$ cat config.mk
export PLATFORM = sky130hd
export DESIGN_NAME = fetch_unit
export DESIGN_NICKNAME = d
export VERILOG_FILES = /design/src/rtl/fetch_pkg.sv /design/src/rtl/fetch_fifo.sv /design/src/rtl/fetch_unit.sv
export SDC_FILE = /design/constraint.sdc
export NUM_CORES = 1
export LEC_CHECK = 0
export CELL_PAD_IN_SITES_DETAIL_PLACEMENT = 0
export CELL_PAD_IN_SITES_GLOBAL_PLACEMENT = 1
export CORE_ASPECT_RATIO = 0.75
export CORE_UTILIZATION = 38
export CTS_BUF_LIST = sky130_fd_sc_hd__clkbuf_4 sky130_fd_sc_hd__clkbuf_8
export DETAILED_ROUTE_END_ITERATION = 10
export GPL_TIMING_DRIVEN = 0
export PLACE_DENSITY_LB_ADDON = 0.1
export SYNTH_ARGS = -nofsm -noshare
export SYNTH_HDL_FRONTEND = slang
export SYNTH_SLANG_ARGS = --single-unit
$ cat constraint.sdc
create_clock -name clk -period 1.8 [get_ports clk]
set_input_delay 0.18 -clock clk [delete_from_list [all_inputs] [get_ports clk]]
set_output_delay 0.18 -clock clk [all_outputs]
set_load 0.02 [all_outputs]
$ cat src/rtl/fetch_pkg.sv
// Shared types and constants for the 9-bit CPU instruction fetch front end.
package fetch_pkg;
   localparam int PC_W   = 8;
   localparam int INST_W = 9;
   localparam logic [INST_W-1:0] HALT_INST = 9'h1FF;

   typedef enum logic [1:0] {
      IDLE  = 2'd0,
      RUN   = 2'd1,
      DRAIN = 2'd2,
      HALT  = 2'd3
   } fetch_state_t;

   typedef struct packed {
      logic [INST_W-1:0] inst;
      logic [PC_W-1:0]   pc;
   } fetch_entry_t;
endpackage

$ cat src/rtl/fetch_fifo.sv
// DEPTH-entry synchronous FIFO of fetched {inst, pc} entries; clear beats push.
module fetch_fifo
   import fetch_pkg::*;
#(
   parameter int DEPTH = 2
)
(
   input  logic                   clk,
   input  logic                   reset,
   input  logic                   push,
   input  logic                   pop,
   input  logic                   clear,
   input  fetch_entry_t           din,
   output logic                   full,
   output logic                   empty,
   output logic [$clog2(DEPTH):0] count,
   output fetch_entry_t           head
);
   localparam int AW = $clog2(DEPTH);
   localparam logic [AW:0] FULL_CNT = (AW+1)'(DEPTH);

   fetch_entry_t   mem [DEPTH];
   logic [AW-1:0]  rd_ptr;
   logic [AW-1:0]  wr_ptr;
   logic           do_push;
   logic           do_pop;

   assign full    = (count == FULL_CNT);
   assign empty   = (count == '0);
   assign do_pop  = pop && !empty;
   // A push into a full queue is accepted only when the head leaves the same cycle.
   assign do_push = push && (!full || do_pop);
   assign head    = mem[rd_ptr];

   always_ff @(posedge clk) begin
      if (reset) begin
         rd_ptr <= '0;
         wr_ptr <= '0;
         count  <= '0;
         for (int i = 0; i < DEPTH; i++) mem[i] <= '0;
      end else if (clear) begin
         rd_ptr <= '0;
         wr_ptr <= '0;
         count  <= '0;
      end else begin
         if (do_push) begin
            mem[wr_ptr] <= din;
            wr_ptr      <= wr_ptr + 1'b1;
         end
         if (do_pop) rd_ptr <= rd_ptr + 1'b1;
         case ({do_push, do_pop})
            2'b10:   count <= count + 1'b1;
            2'b01:   count <= count - 1'b1;
            default: count <= count;
         endcase
      end
   end
endmodule

$ cat src/rtl/fetch_unit.sv
// Fetch front end: pc register, fetch FSM, redirect handling and the decode queue.
// Optional halt detection is enabled by defining FETCH_HALT_DETECT_EN.
module fetch_unit
   import fetch_pkg::*;
#(
   parameter int DEPTH = 2
)
(
   input  logic              clk,
   input  logic              reset,
   input  logic              start,
   output logic [PC_W-1:0]   imem_pc,
   input  logic [INST_W-1:0] imem_inst,
   input  logic              redirect,
   input  logic [PC_W-1:0]   redirect_pc,
   output logic              inst_valid,
   input  logic              inst_ready,
   output logic [INST_W-1:0] inst_out,
   output logic [PC_W-1:0]   inst_pc,
   output logic              busy,
   output logic              halted,
   output fetch_state_t      dbg_state
);
   localparam int CW = $clog2(DEPTH) + 1;

   fetch_state_t    state, state_n;
   logic [PC_W-1:0] pc, pc_n;
   logic            q_push, q_clear, q_full, q_empty, pop, fire, is_halt;
   logic [CW-1:0]   q_count;
   fetch_entry_t    q_head, q_din;

   // Decode handshake: inst_valid means the head entry is present; a transfer
   // completes on any edge where inst_valid && inst_ready, and the head is held
   // unchanged until then.
   assign inst_valid = !q_empty;
   assign pop        = inst_valid && inst_ready;
   assign fire       = (state == RUN) && (!q_full || pop);
   assign q_din      = '{inst: imem_inst, pc: pc};
   assign imem_pc    = pc;
   assign inst_out   = q_head.inst;
   assign inst_pc    = q_head.pc;
   assign busy       = (state == RUN) || (state == DRAIN);
   assign dbg_state  = state;

`ifdef FETCH_HALT_DETECT_EN
   assign is_halt = (imem_inst == HALT_INST);
   assign halted  = (state == HALT);
`else
   assign is_halt = 1'b0;
   assign halted  = 1'b0;
`endif

   always_ff @(posedge clk) begin
      if (reset) begin
         state <= IDLE;
         pc    <= '0;
      end else begin
         state <= state_n;
         pc    <= pc_n;
      end
   end

   always_comb begin
      state_n = state;
      pc_n    = pc;
      q_push  = 1'b0;
      q_clear = 1'b0;
      case (state)
         IDLE, HALT: begin
            if (start) begin
               state_n = RUN;
               pc_n    = '0;
               q_clear = 1'b1;
            end
         end
         RUN: begin
            if (redirect) begin
               pc_n    = redirect_pc;
               q_clear = 1'b1;
            end else if (fire) begin
               q_push = 1'b1;
               // The halt instruction is queued but pc parks on it.
               if (is_halt) state_n = DRAIN;
               else         pc_n    = pc + 1'b1;
            end
         end
         DRAIN: begin
            if (redirect) begin
               state_n = RUN;
               pc_n    = redirect_pc;
               q_clear = 1'b1;
            end else if (q_empty || (pop && q_count == CW'(1))) begin
               state_n = HALT;
            end
         end
         default: state_n = IDLE;
      endcase
   end

   fetch_fifo #(.DEPTH(DEPTH)) u_fifo (
      .clk   (clk),
      .reset (reset),
      .push  (q_push),
      .pop   (pop),
      .clear (q_clear),
      .din   (q_din),
      .full  (q_full),
      .empty (q_empty),
      .count (q_count),
      .head  (q_head)
   );
endmodule
# ---- Word level (Yosys, flattened, before mapping)
# Memory sizes are Yosys's and may differ from the RTL's. A register that Yosys moved wholly into a read port is not among the register bits.
# Index checks and enable logic that the tools add are counted.
dict set report word_totals {
  memories 1
  in_bits 22
  output_inout_bits 30
  wordCells 70
  mem_bits_rw 34
  register_bits 14
}
# memory depth word_bits rd rd_clocked_by_memory_dff write_ports line_no
set mem_list {}
lappend mem_list {u_fifo.mem 2 17 1 1 2 fetch_fifo.sv:22} ;# fetch_entry_t mem [DEPTH];
dict set report op_classes {
  muxes 27
  eq_ne 11
  bitwise 1
  n_addsub 5
  n_reduce_logical 20
}
# op count
set ops {}
lappend ops {{8-bit 2-to-1 mux} 4}
lappend ops {{8-bit one-hot mux with 3 select lines} 1}
lappend ops {{17-bit 2-to-1 mux} 1}
lappend ops {{17-bit OR reduction} 1}
lappend ops {{1-bit 2-to-1 mux} 15}
lappend ops {{8-bit by 1-bit adder with 8-bit output (second input constant)} 1}
lappend ops {{2-bit == test (second input constant)} 4}
lappend ops {{2-bit one-hot mux with 2 select lines} 2}
lappend ops {{2-bit by 1-bit == test with 1-bit output (second input constant)} 3}
lappend ops {{2-bit 2-to-1 mux} 3}
lappend ops {{3-bit AND reduction} 2}
lappend ops {{2-bit OR reduction} 3}
lappend ops {{1-bit logical AND} 5}
lappend ops {{2-bit zero test} 2}
lappend ops {{1-bit logical OR} 4}
lappend ops {{2-bit != test (second input constant)} 2}
lappend ops {{3-bit by 2-bit != test with 1-bit output (second input constant)} 1}
lappend ops {{3-bit != test (second input constant)} 1}
lappend ops {{1-bit adder (second input constant)} 2}
lappend ops {{2-bit by 1-bit adder with 2-bit output (second input constant)} 1}
lappend ops {{1-bit zero test} 2}
lappend ops {{1-bit one-hot mux with 2 select lines} 1}
lappend ops {{2-bit nonzero test} 1}
lappend ops {{2-bit by 1-bit subtractor with 2-bit output (second input constant)} 1}
lappend ops {{1-bit NOT} 1}

# ---- Logic depth before layout (Yosys ltp)
# Gate-level depths: netlist of the first run.
dict set report depth {
  ltp_word 15
  mapped_depth 9
  ltp_nobuf 8
}

# ---- Hierarchy
# From an unflattened synthesis of the first run, not the netlist that was laid out.
dict set report unflattened {
  cells_unflattened 214
  hier_area_um2 2501.1
}
# module instances area_each_um2 seq_area_each_um2 cells_each
set modules_own_cells {}
lappend modules_own_cells {fetch_fifo 1 1774.2 1121.1 123}
lappend modules_own_cells {fetch_unit 1 726.9 200.2 91}

# ---- Least setup slack after synthesis of the first run
# No wires, ideal clock.
dict set report synth_timing {
  path_type {register to register}
  start {register state[0], in the netlist dbg_state[0]}
  end {memory u_fifo.mem[0][0] (netlist bit), enable pin}
  slack_ps -331
  synth_period_minus_slack_ps 2131
  setup_time_ps 337
  arrival_ps 1795
  n_path_buf 0
  path_stages_with_launch 7
  required_time_ps 1463
  path_cell_list {dfxtp_1 > inv_1 > ha_1 > nor2b_2 > a211o_4 > nor3_4 > or2_2}
}
# element line_no
set synth_rtl {}
lappend synth_rtl {{from (decl)} fetch_unit.sv:26} ;# fetch_state_t state, state_n;
lappend synth_rtl {{from (signal assigned)} fetch_unit.sv:58} ;# state <= state_n;
lappend synth_rtl {{to (decl)} fetch_fifo.sv:22}

==> results of run 1 <==
-- layout by cell type (no fill, tap or decap), types with 3 or more instances in the layout --
cell type and n:
edfxtp_1 34, clkdlybuf4s50_1 32, and2_1 25, mux2_2 18
buf_4 18, dlygate4sd2_1 16, inv_1 11, dfxtp_1 10
nor2_1 9, nand3_1 7, nand2_1 6, a21oi_1 6
nor4_2 6, a22oi_1 5, clkbuf_8 5, buf_6 4
o21ai_0 4, buf_12 3, or2_4 3, nand2b_1 3
xor2_1 3, a32oi_1 3, ha_1 3, dfxtp_2 3
-- kinds of logic after synthesis --
family / count (synthesis) / synth area share
buffers and inverters: 25 / 0.0480
flip-flops: 49 / 0.523
adder cells (fa/ha/maj): 7 / 0.0346
AO/OA/AOI/OAI: 36 / 0.110
AND/OR/NAND/NOR: 78 / 0.186
multiplexers: 18 / 0.0802
XOR/XNOR: 5 / 0.0173
other: 1 / 0.00148
-- where the power goes --
group | internal (uW) | switching, uW
Combinational | 735 | 800
Clock | 559 | 378
Sequential | 1310 | 82.8
Total | 2610 | 1260
-- repair_timing --
item / 4_1_cts / 5_1_grt
gates cloned: 3 / 1
gates resized for setup: 31 / 27
pin swaps: 3 / 8
setup buffers: 13 / 7
setup endpoints to repair: 81 / 85
-- how the worst min path moves through the flow --
stage	start	end	slack (ns)	cells past startpoint
floorplan	redirect_pc[3]	imem_pc[3]	0.30	2
global placement	u_fifo.rd_ptr	u_fifo.rd_ptr	0.49	2
detailed placement	u_fifo.rd_ptr	u_fifo.rd_ptr	0.49	2
CTS	redirect_pc[4]	imem_pc[4]	0.48	3
global route	redirect_pc[4]	imem_pc[4]	0.50	3
finish	redirect_pc[4]	imem_pc[4]	0.48	3
-- flip-flops by register name, indices dropped and copies added (netlist names), named ones only --
register,cells
u_fifo.rd_ptr,1
imem_pc,8
u_fifo.wr_ptr,1
u_fifo.count,2
dbg_state,2
u_fifo.mem,34
-- layout make-up --
type / count / area [sq um] / area share
Buffer: 10 / 80.1 / 0.0220
Clock buffer: 5 / 68.8 / 0.0189
Clock inverter: 3 / 68.8 / 0.0189
Inverter: 13 / 48.8 / 0.0134
Multi-Input combinational cell: 147 / 1250 / 0.344
Sequential cell: 49 / 1330 / 0.365
Tap cell: 81 / 101 / 0.0278
Timing Repair Buffer: 71 / 693 / 0.190
-- critical path, delay by kind of cell (launching register included) --
| family | cells | cell delay, ns |
|---|---|---|
| flops | 1 | 0.38 |
| simple gates | 3 | 0.41 |
| buf+inv | 2 | 0.19 |
| compound gates | 1 | 0.30 |
| fa+ha+maj | 1 | 0.30 |
-- metal layers --
metal | vias up | GRT usage | wire (microns)
li1 | 955 | - | -
met2 | 47 | 0.257 | 2620
met5 | - | 0 | 0
met3 | 2 | 0.0333 | 243
met1 | 939 | 0.277 | 3080
met4 | 0 | 0.0398 | 26
-- stage by stage --
step / cells / instance area [sq um] / worst slack, ns / util
after floorplan: 219 / 2580 / -0.0200 / -
after global placement: 350 / 3180 / -0.388 / 0.500
after detailed placement: 350 / 3180 / -0.375 / 0.500
after CTS: 372 / 3480 / -0.0900 / 0.547
after global routing: 379 / 3650 / -0.127 / 0.574
final: 379 / 3650 / -0.0600 / 0.574
==> impl_metrics.env, run 1 <==
export IMPL_die_w_microns=96.2
export IMPL_hold_viol=0
export IMPL_clock_path_buffers=2
export IMPL_dpl_hpwl_mm=3.81
export IMPL_grt_overflow=0
export IMPL_ff2ff_path_depth=7
export IMPL_leakage_uw=0.00143
export IMPL_root_buffer="clkbuf_8"
export IMPL_status="finished, violations left"
export IMPL_syn_nets=248
export IMPL_whs_ns=0.481
export IMPL_slew_headroom=0.568
export IMPL_ys_seq_elements=49
export IMPL_cpMaxStageDelayCell="dfxtp_4"
export IMPL_drc=0
export IMPL_clkSlewWorstSetupHoldPaths_ns=0.10
export IMPL_io_buffers=50
export IMPL_grt_max_degree=17
export IMPL_synth_flop_cell="edfxtp_1"
export IMPL_avgSynthCellArea_sq_um=11.5
export IMPL_fin_crit_sh=1.03
export IMPL_wl_mm=5.97
export IMPL_synth_top_area_frac=0.404
export IMPL_synth_edf_count=34
export IMPL_start_kind="flop"
export IMPL_syn_inst=219
export IMPL_synth_distinct_cells=47
export IMPL_cts_num_sinks=49
export IMPL_nNetsFinal=326
export IMPL_violations="setup timing"
export IMPL_syn_to_final_growth_pct=44.2
export IMPL_crit_start="dbg_state[0]"
export IMPL_grt_pass1_wl_mm=9.27
export IMPL_crit_end="u_fifo.mem[0][2]"
export IMPL_yosysMostFrequentCell="edfxtp_1"
export IMPL_r2r_start="dbg_state[0]"
export IMPL_drtPass1Iterations=4
export IMPL_vias=1943
export IMPL_diodes=0
export IMPL_rows=25
export IMPL_gp_congestion=0.748
export IMPL_netlist_area_sq_um=2530
export IMPL_cts_tree="done"
export IMPL_endpoint_kind="flop"
export IMPL_worst_hold_path_type="input pin to flop"
export IMPL_arrival_ns=1.88
export IMPL_clkLatencyLatePin_ns=0.30
export IMPL_criticalPathCategory="flop to flop"
export IMPL_drive_gt1_frac=0.312
export IMPL_fin_ws_ns=-0.0600
export IMPL_worst_slew_pin_slew_ns=0.648
export IMPL_rsz0062_at_grt="yes"
export IMPL_grt_pass1_vias=1823
export IMPL_initialDrtViolationCount=74
export IMPL_core_area_sq_um=6350
export IMPL_seq_area_frac_synth=0.523
export IMPL_maxCapViolCount=0
export IMPL_postCtsHoldBufs=0
export IMPL_wire_per_inst_microns=15.7
export IMPL_period_needed_ns=1.86
export IMPL_cp_max_fo=6
export IMPL_ioPinCount=52
export IMPL_start_util=0.398
export IMPL_power_uw=3870
export IMPL_antenna_left=0
export IMPL_r2r_end="u_fifo.mem[0][2]"
export IMPL_htree_levels=2
export IMPL_n_fill_cell=543
export IMPL_ys_async_sr_fraction=0
export IMPL_finalSetupTns_ns=-1.11
export IMPL_setup_viol=30
export IMPL_peakVddDrop_mv=0.509
export IMPL_rrSetupSlack_ns=-0.06
export IMPL_antenna_found_initial=0
export IMPL_drv_slew=0
export IMPL_die_y_microns=72.6
export IMPL_powerDensity_nw_per_um2=1060
export IMPL_worstPathRequired_ns=1.82
export IMPL_die_area_sq_um=6990
export IMPL_netlist_top_cell_by_area="edfxtp_1"
export IMPL_global_route_usage_total=0.178
export IMPL_crit_chain="inv_2 -> ha_4 -> nor2b_4 -> a211o_4 -> nor3_4 -> or2_4 -> clkbuf_16"
export IMPL_fmax_mhz=538
export IMPL_finClkSkew_ns=0.00940
export IMPL_synth_common_cells="edfxtp_1, and2_1, mux2_2"
export IMPL_viasPerCell=5.13
export IMPL_yosysWarnings=0
export IMPL_cp_slowest_stage_delay_ns=0.38
export IMPL_netlist_top_cells_area="edfxtp_1, dfxtp_1, mux2_2"
export IMPL_numCtsBuffers=5
No activity file was read; power rests on OpenSTA's default activity.
==> inputs of run 2 (changes only) <==
- ABC_CLOCK_PERIOD_IN_PS: default -> 1800
- CORE_MARGIN: default -> 2
==> run 2 against run 1 <==
  * The flow still finishes with violations (setup timing)
  * Hold slack better by 0.0082 ns
  * Flip-flop and latch count unchanged
  * Fmax up 0.57%
  * Utilization down 0.67 points
  * Final area down 0.69%
  * First-iteration DRC count up 73%
  * Combinational power down 3%
  * Cell count down 0.53%
  * Clock-buffer cell count unchanged
  * Critical path type unchanged
==> impl_metrics.env, run 2 (synthesized netlist as in run 1, its figures left out) <==
export IMPL_maxCapViolCount=0
export IMPL_powerDensity_nw_per_um2=1060
export IMPL_initialDrtViolationCount=128
export IMPL_pre_cts_ws_ns=-0.380
export IMPL_dpl_cell_count=350
export IMPL_grt_overflow=0
export IMPL_wire_per_inst_microns=16.7
export IMPL_fin_crit_sh=1.03
export IMPL_power_uw=3830
export IMPL_worst_slew_pin_slew_ns=0.747
export IMPL_postCtsHoldBufs=0
export IMPL_syn_to_final_growth_pct=43.2
export IMPL_drv_slew=0
export IMPL_largest_reg_flops=34
export IMPL_clkLatencyLatePin_ns=0.30
export IMPL_start_kind="flop"
export IMPL_peakVddDrop_mv=0.387
export IMPL_viasPerCell=5.21
export IMPL_regMostFlops="u_fifo.mem"
export IMPL_r2r_end="imem_pc[5]"
export IMPL_antenna_left=0
export IMPL_numCtsBuffers=5
export IMPL_period_needed_ns=1.85
export IMPL_drc=0
export IMPL_root_buffer="clkbuf_8"
export IMPL_start_util=0.396
export IMPL_min_to="imem_pc[3]"
export IMPL_slew_headroom=0.502
export IMPL_crit_start="dbg_state[0]"
export IMPL_rsz0062_at_grt="yes"
export IMPL_cpMaxStageDelayCell="or3_4"
export IMPL_min_path_cells=3
export IMPL_cp_slowest_stage_delay_ns=0.39
export IMPL_ff2ff_path_depth=7
export IMPL_r2r_start="dbg_state[0]"
export IMPL_drtPass1Iterations=4
export IMPL_antenna_found_initial=0
export IMPL_die_area_sq_um=7330
export IMPL_finClkSkew_ns=0.00910
export IMPL_cp_max_fo=6
export IMPL_final_cell_mix="edfxtp_1, clkdlybuf4s50_1, mux2_2, dlygate4sd2_1, and2_1"
export IMPL_endpoint_kind="flop"
export IMPL_final_util=0.568
export IMPL_min_from="redirect_pc[3]"
export IMPL_finalSetupTns_ns=-0.845
export IMPL_drive_gt1_frac=0.331
export IMPL_grt_pass1_vias=1872
export IMPL_global_route_usage_total=0.172
export IMPL_gp_congestion=0.789
export IMPL_core_area_sq_um=6380
export IMPL_setup_viol=47
export IMPL_fmax_mhz=541
export IMPL_worstPathRequired_ns=2.02
export IMPL_rrSetupSlack_ns=-0.05
export IMPL_worst_hold_path_type="input pin to flop"
export IMPL_vias=1964
export IMPL_critPathBufInv=2
export IMPL_n_fill_cell=582
export IMPL_rows=25
export IMPL_grt_pass1_wl_mm=9.70
export IMPL_die_y_microns=74.6
export IMPL_criticalPathCategory="flop to flop"
export IMPL_leakage_uw=0.00140
export IMPL_cts_tree="done"
export IMPL_violations="setup timing"
export IMPL_final_common_cell="edfxtp_1"
export IMPL_diodes=0
export IMPL_wl_mm=6.29
export IMPL_status="finished, violations left"
export IMPL_arrival_ns=2.07
export IMPL_crit_chain="inv_4 -> ha_4 -> buf_4 -> or3_4 -> a211oi_4 -> a22oi_1 -> o32ai_1"
export IMPL_cts_num_sinks=49
export IMPL_hold_viol=0
export IMPL_htree_levels=2
export IMPL_dpl_hpwl_mm=4.01
export IMPL_grt_max_degree=17
export IMPL_nNetsFinal=324
export IMPL_path_delay_family="compound AO/OA/AOI/OAI gates"
export IMPL_clock_path_buffers=2
export IMPL_stdcell_count=377
export IMPL_io_buffers=50
export IMPL_clkSlewWorstSetupHoldPaths_ns=0.10
export IMPL_fin_ws_ns=-0.0495
export IMPL_ioPinCount=52
export IMPL_die_w_microns=98.2
==> run 2: changes by cell type in the layout (fill, tap and decap cells not counted), sizes merged <==
cell	before	now
dlygate4sd2	16	18
dlymetal6s2s	2	0
buf	27	23
or2	5	7
==> run 2: timing repair <==
| action | 4_1_cts | 5_1_grt |
|---|---|---|
| endpoints found under the setup margin | 82 | 88 |
| gates cloned | 5 | 1 |
| pin swaps | 19 | 15 |
| resized for setup | 40 | 30 |
| buffers inserted | 11 | 4 |
| hold endpoints to repair | 0 | 0 |
==> run 2: worst min-delay path, cell delays in order <==
cell,delay [ns]
clkdlybuf4s50_1,0.46
a32oi_1,0.05
nand2_1,0.06
==> run 2: worst max-delay path by stage <==
stage / slack, ns / to / cells after the start
after floorplan: -0.02 / u_fifo.mem[0][0] / 6
after global routing: -0.1 / u_fifo.mem[0][10] / 6
after detailed placement: -0.38 / u_fifo.mem[0][8] / 5
after global placement: -0.39 / u_fifo.mem[0][8] / 5
final: -0.05 / imem_pc[5] / 7
after CTS: -0.11 / u_fifo.mem[0][4] / 6
==> run 2: power by group <==
part / internal (uW) / switching, uW / leakage (uW)
combinational: 693 / 800 / 0.000853
sequential: 1310 / 82.9 / 0.000476
clock: 559 / 384 / 0.0000687
total: 2570 / 1270 / 0.00140
==> run 2: per-layer routing <==
layer	share of wire	track usage
met2	0.45	0.260
met4	0.0070	0.0441
met3	0.044	0.0325
met5	0	0
met1	0.50	0.257
==> run 2: stage by stage <==
step	cell area (sq um)	hold WS, ns
5_1_grt	3620	0.495
4_1_cts	3480	0.482
3_3_place_gp	3180	0.490
6_report	3620	0.489
3_5_place_dp	3180	0.502
2_1_floorplan	2580	0.297
==> run 2: layout make-up <==
type                       instances  area (sq um)  share of cell area
buffer                            10          80.1              0.0221
clock buffer                       5          68.8              0.0190
clock inverter                     3          68.8              0.0190
inverter                          13          51.3              0.0142
multi-input combinational        149          1300               0.359
sequential                        49          1330               0.368
tap                               81           101              0.0280
timing repair buffer              67           618               0.171
==> inputs of run 3 (changes only) <==
- CAP_MARGIN: default -> 20
- CORE_UTILIZATION: 38 -> 36
- CTS_BUF_LIST: sky130_fd_sc_hd__clkbuf_4 sky130_fd_sc_hd__clkbuf_8 -> default
==> run 3 against run 2 <==
  * The flow still finishes with violations (setup timing)
  * Sequential share of layout area grew 1.1 points
  * Cell count unchanged
  * Clock-buffer cell count unchanged
  * Non-clock buffer count increased by 1
  * Flip-flop and latch count unchanged
==> impl_metrics.env, run 3 (synthesized netlist as in run 1, its figures left out) <==
export IMPL_worstPathRequired_ns=1.82
export IMPL_rsz0062_at_grt="yes"
export IMPL_global_route_usage_total=0.157
export IMPL_grt_max_degree=17
export IMPL_status="finished, violations left"
export IMPL_finalSetupTns_ns=-0.282
export IMPL_finClkSkew_ns=0.00834
export IMPL_drv_slew=0
export IMPL_r2r_start="dbg_state[0]"
export IMPL_fmax_mhz=549
export IMPL_wl_mm=5.81
export IMPL_syn_to_final_growth_pct=39.0
export IMPL_cts_tree="done"
export IMPL_cp_max_fo=10
export IMPL_crit_end="u_fifo.mem[0][5]"
export IMPL_setup_viol=23
export IMPL_grt_pass1_vias=1830
export IMPL_largest_reg_flops=34
export IMPL_grtUsageMet1=0.236
export IMPL_whs_ns=0.472
export IMPL_fin_ws_ns=-0.0231
export IMPL_hold_viol=0
export IMPL_leakage_uw=0.00137
export IMPL_cts_num_sinks=49
export IMPL_antenna_left=0
export IMPL_grt_overflow=0
export IMPL_viasPerCell=5.06
export IMPL_start_kind="flop"
export IMPL_drc=0
export IMPL_grt_use_met2=0.231
export IMPL_wire_per_inst_microns=15.4
export IMPL_nNetsFinal=321
export IMPL_clkLatencyLatePin_ns=0.30
export IMPL_antenna_found_initial=0
export IMPL_die_w_microns=101
export IMPL_fin_crit_sh=1.01
export IMPL_criticalPathCategory="flop to flop"
export IMPL_final_common_cell="edfxtp_1"
export IMPL_worst_hold_path_type="input pin to flop"
export IMPL_diodes=0
export IMPL_io_buffers=50
export IMPL_drive_gt1_frac=0.273
export IMPL_htree_levels=2
export IMPL_slew_headroom=0.624
export IMPL_vias=1908
export IMPL_arrival_ns=1.85
export IMPL_ioPinCount=52
export IMPL_final_cell_mix="edfxtp_1, clkdlybuf4s50_1, and2_1, mux2_2, dlygate4sd2_1"
export IMPL_rrSetupSlack_ns=-0.02
export IMPL_root_buffer="clkbuf_8"
export IMPL_violations="setup timing"
export IMPL_crit_start="dbg_state[0]"
export IMPL_gr_max_usage_layer="met1"
export IMPL_powerDensity_nw_per_um2=1010
export IMPL_r2r_end="u_fifo.mem[0][5]"
export IMPL_met3_usage=0.0358
export IMPL_die_y_microns=76.6
export IMPL_core_area_sq_um=6800
export IMPL_pre_cts_ws_ns=-0.421
export IMPL_postCtsHoldBufs=0
export IMPL_initialDrtViolationCount=139
export IMPL_rows=26
export IMPL_gp_congestion=0.800
export IMPL_worst_slew_pin_slew_ns=0.564
export IMPL_die_area_sq_um=7720
export IMPL_dpl_hpwl_mm=4.02
export IMPL_period_needed_ns=1.82
export IMPL_clock_path_buffers=2
export IMPL_regMostFlops="u_fifo.mem"
export IMPL_start_util=0.372
export IMPL_endpoint_kind="flop"
export IMPL_clkSlewWorstSetupHoldPaths_ns=0.09
export IMPL_ff2ff_path_depth=7
export IMPL_drtPass1Iterations=4
export IMPL_grt_pass1_wl_mm=9.37
export IMPL_peakVddDrop_mv=0.496
export IMPL_maxCapViolCount=0
export IMPL_numCtsBuffers=5
-- run 3: cell count changes in the layout (fill, tap and decap cells not counted), moves of 3 or more --
| cell | change |
|---|---|
| nor4_1 | +6 |
| or2_4 | -3 |
| and2_1 | +8 |
| and2_4 | -8 |
| nor4_2 | -4 |
| buf_12 | +3 |
-- run 3: what timing repair did --
item / in CTS / in global routing
pin swaps: 4 / 6
setup buffers: 14 / 2
resized for setup: 30 / 11
cloned: 0 / 1
endpoints found under the setup margin: 81 / 75
-- run 3: power by group --
part	switching [uW]	internal [uW]	leakage [uW]
Combinational	737	657	0.000831
Clock	370	417	0.0000585
Sequential	74.5	1310	0.000476
Total	1180	2390	0.00137
-- run 3: routing by layer --
metal / wire, microns / vias to the layer above
met5: 0 / -
met4: 37 / 0
met3: 259 / 5
met2: 2550 / 44
met1: 2970 / 913
li1: - / 946
-- run 3: through the flow --
stage | total power, uW | instance area, sq um | util | std cells
3_5_place_dp | 2670 | 3180 | 0.468 | 353
6_report | 3570 | 3520 | 0.517 | 377
5_1_grt | 3770 | 3520 | 0.517 | 377
4_1_cts | 3550 | 3460 | 0.509 | 374
3_3_place_gp | 2660 | 3180 | 0.468 | 353
2_1_floorplan | 2230 | 2580 | - | 219
-- run 3: how the worst min path moves through the flow --
stage,startpoint,to,slack (ns),cells after the start
final,redirect_pc[3],imem_pc[3],0.47,3
after global routing,redirect_pc[3],imem_pc[3],0.50,3
after CTS,redirect_pc[3],imem_pc[3],0.47,3
after detailed placement,dbg_state[0],dbg_state[0],0.50,2
after global placement,u_fifo.rd_ptr,u_fifo.rd_ptr,0.49,2
after floorplan,redirect_pc[3],imem_pc[3],0.30,2
-- run 3: cell type report --
type                    instances  area [sq um]
flip-flops and latches         49          1330
multi-input cells             145          1170
clock inverters                 3          43.8
repair buffers                 67           667
well taps                      84           105
inverters                      13          48.8
plain buffers                  11          82.6
clock buffers                   5          68.8
fillers                       635          3280
-- run 3: worst max-delay path, cell delays in order (launching register included) --
cell,delay [ns]
dfxtp_4,0.36
inv_2,0.04
ha_4,0.30
nor2b_4,0.05
a211o_4,0.31
nor3_4,0.15
or2_4,0.18
buf_12,0.14
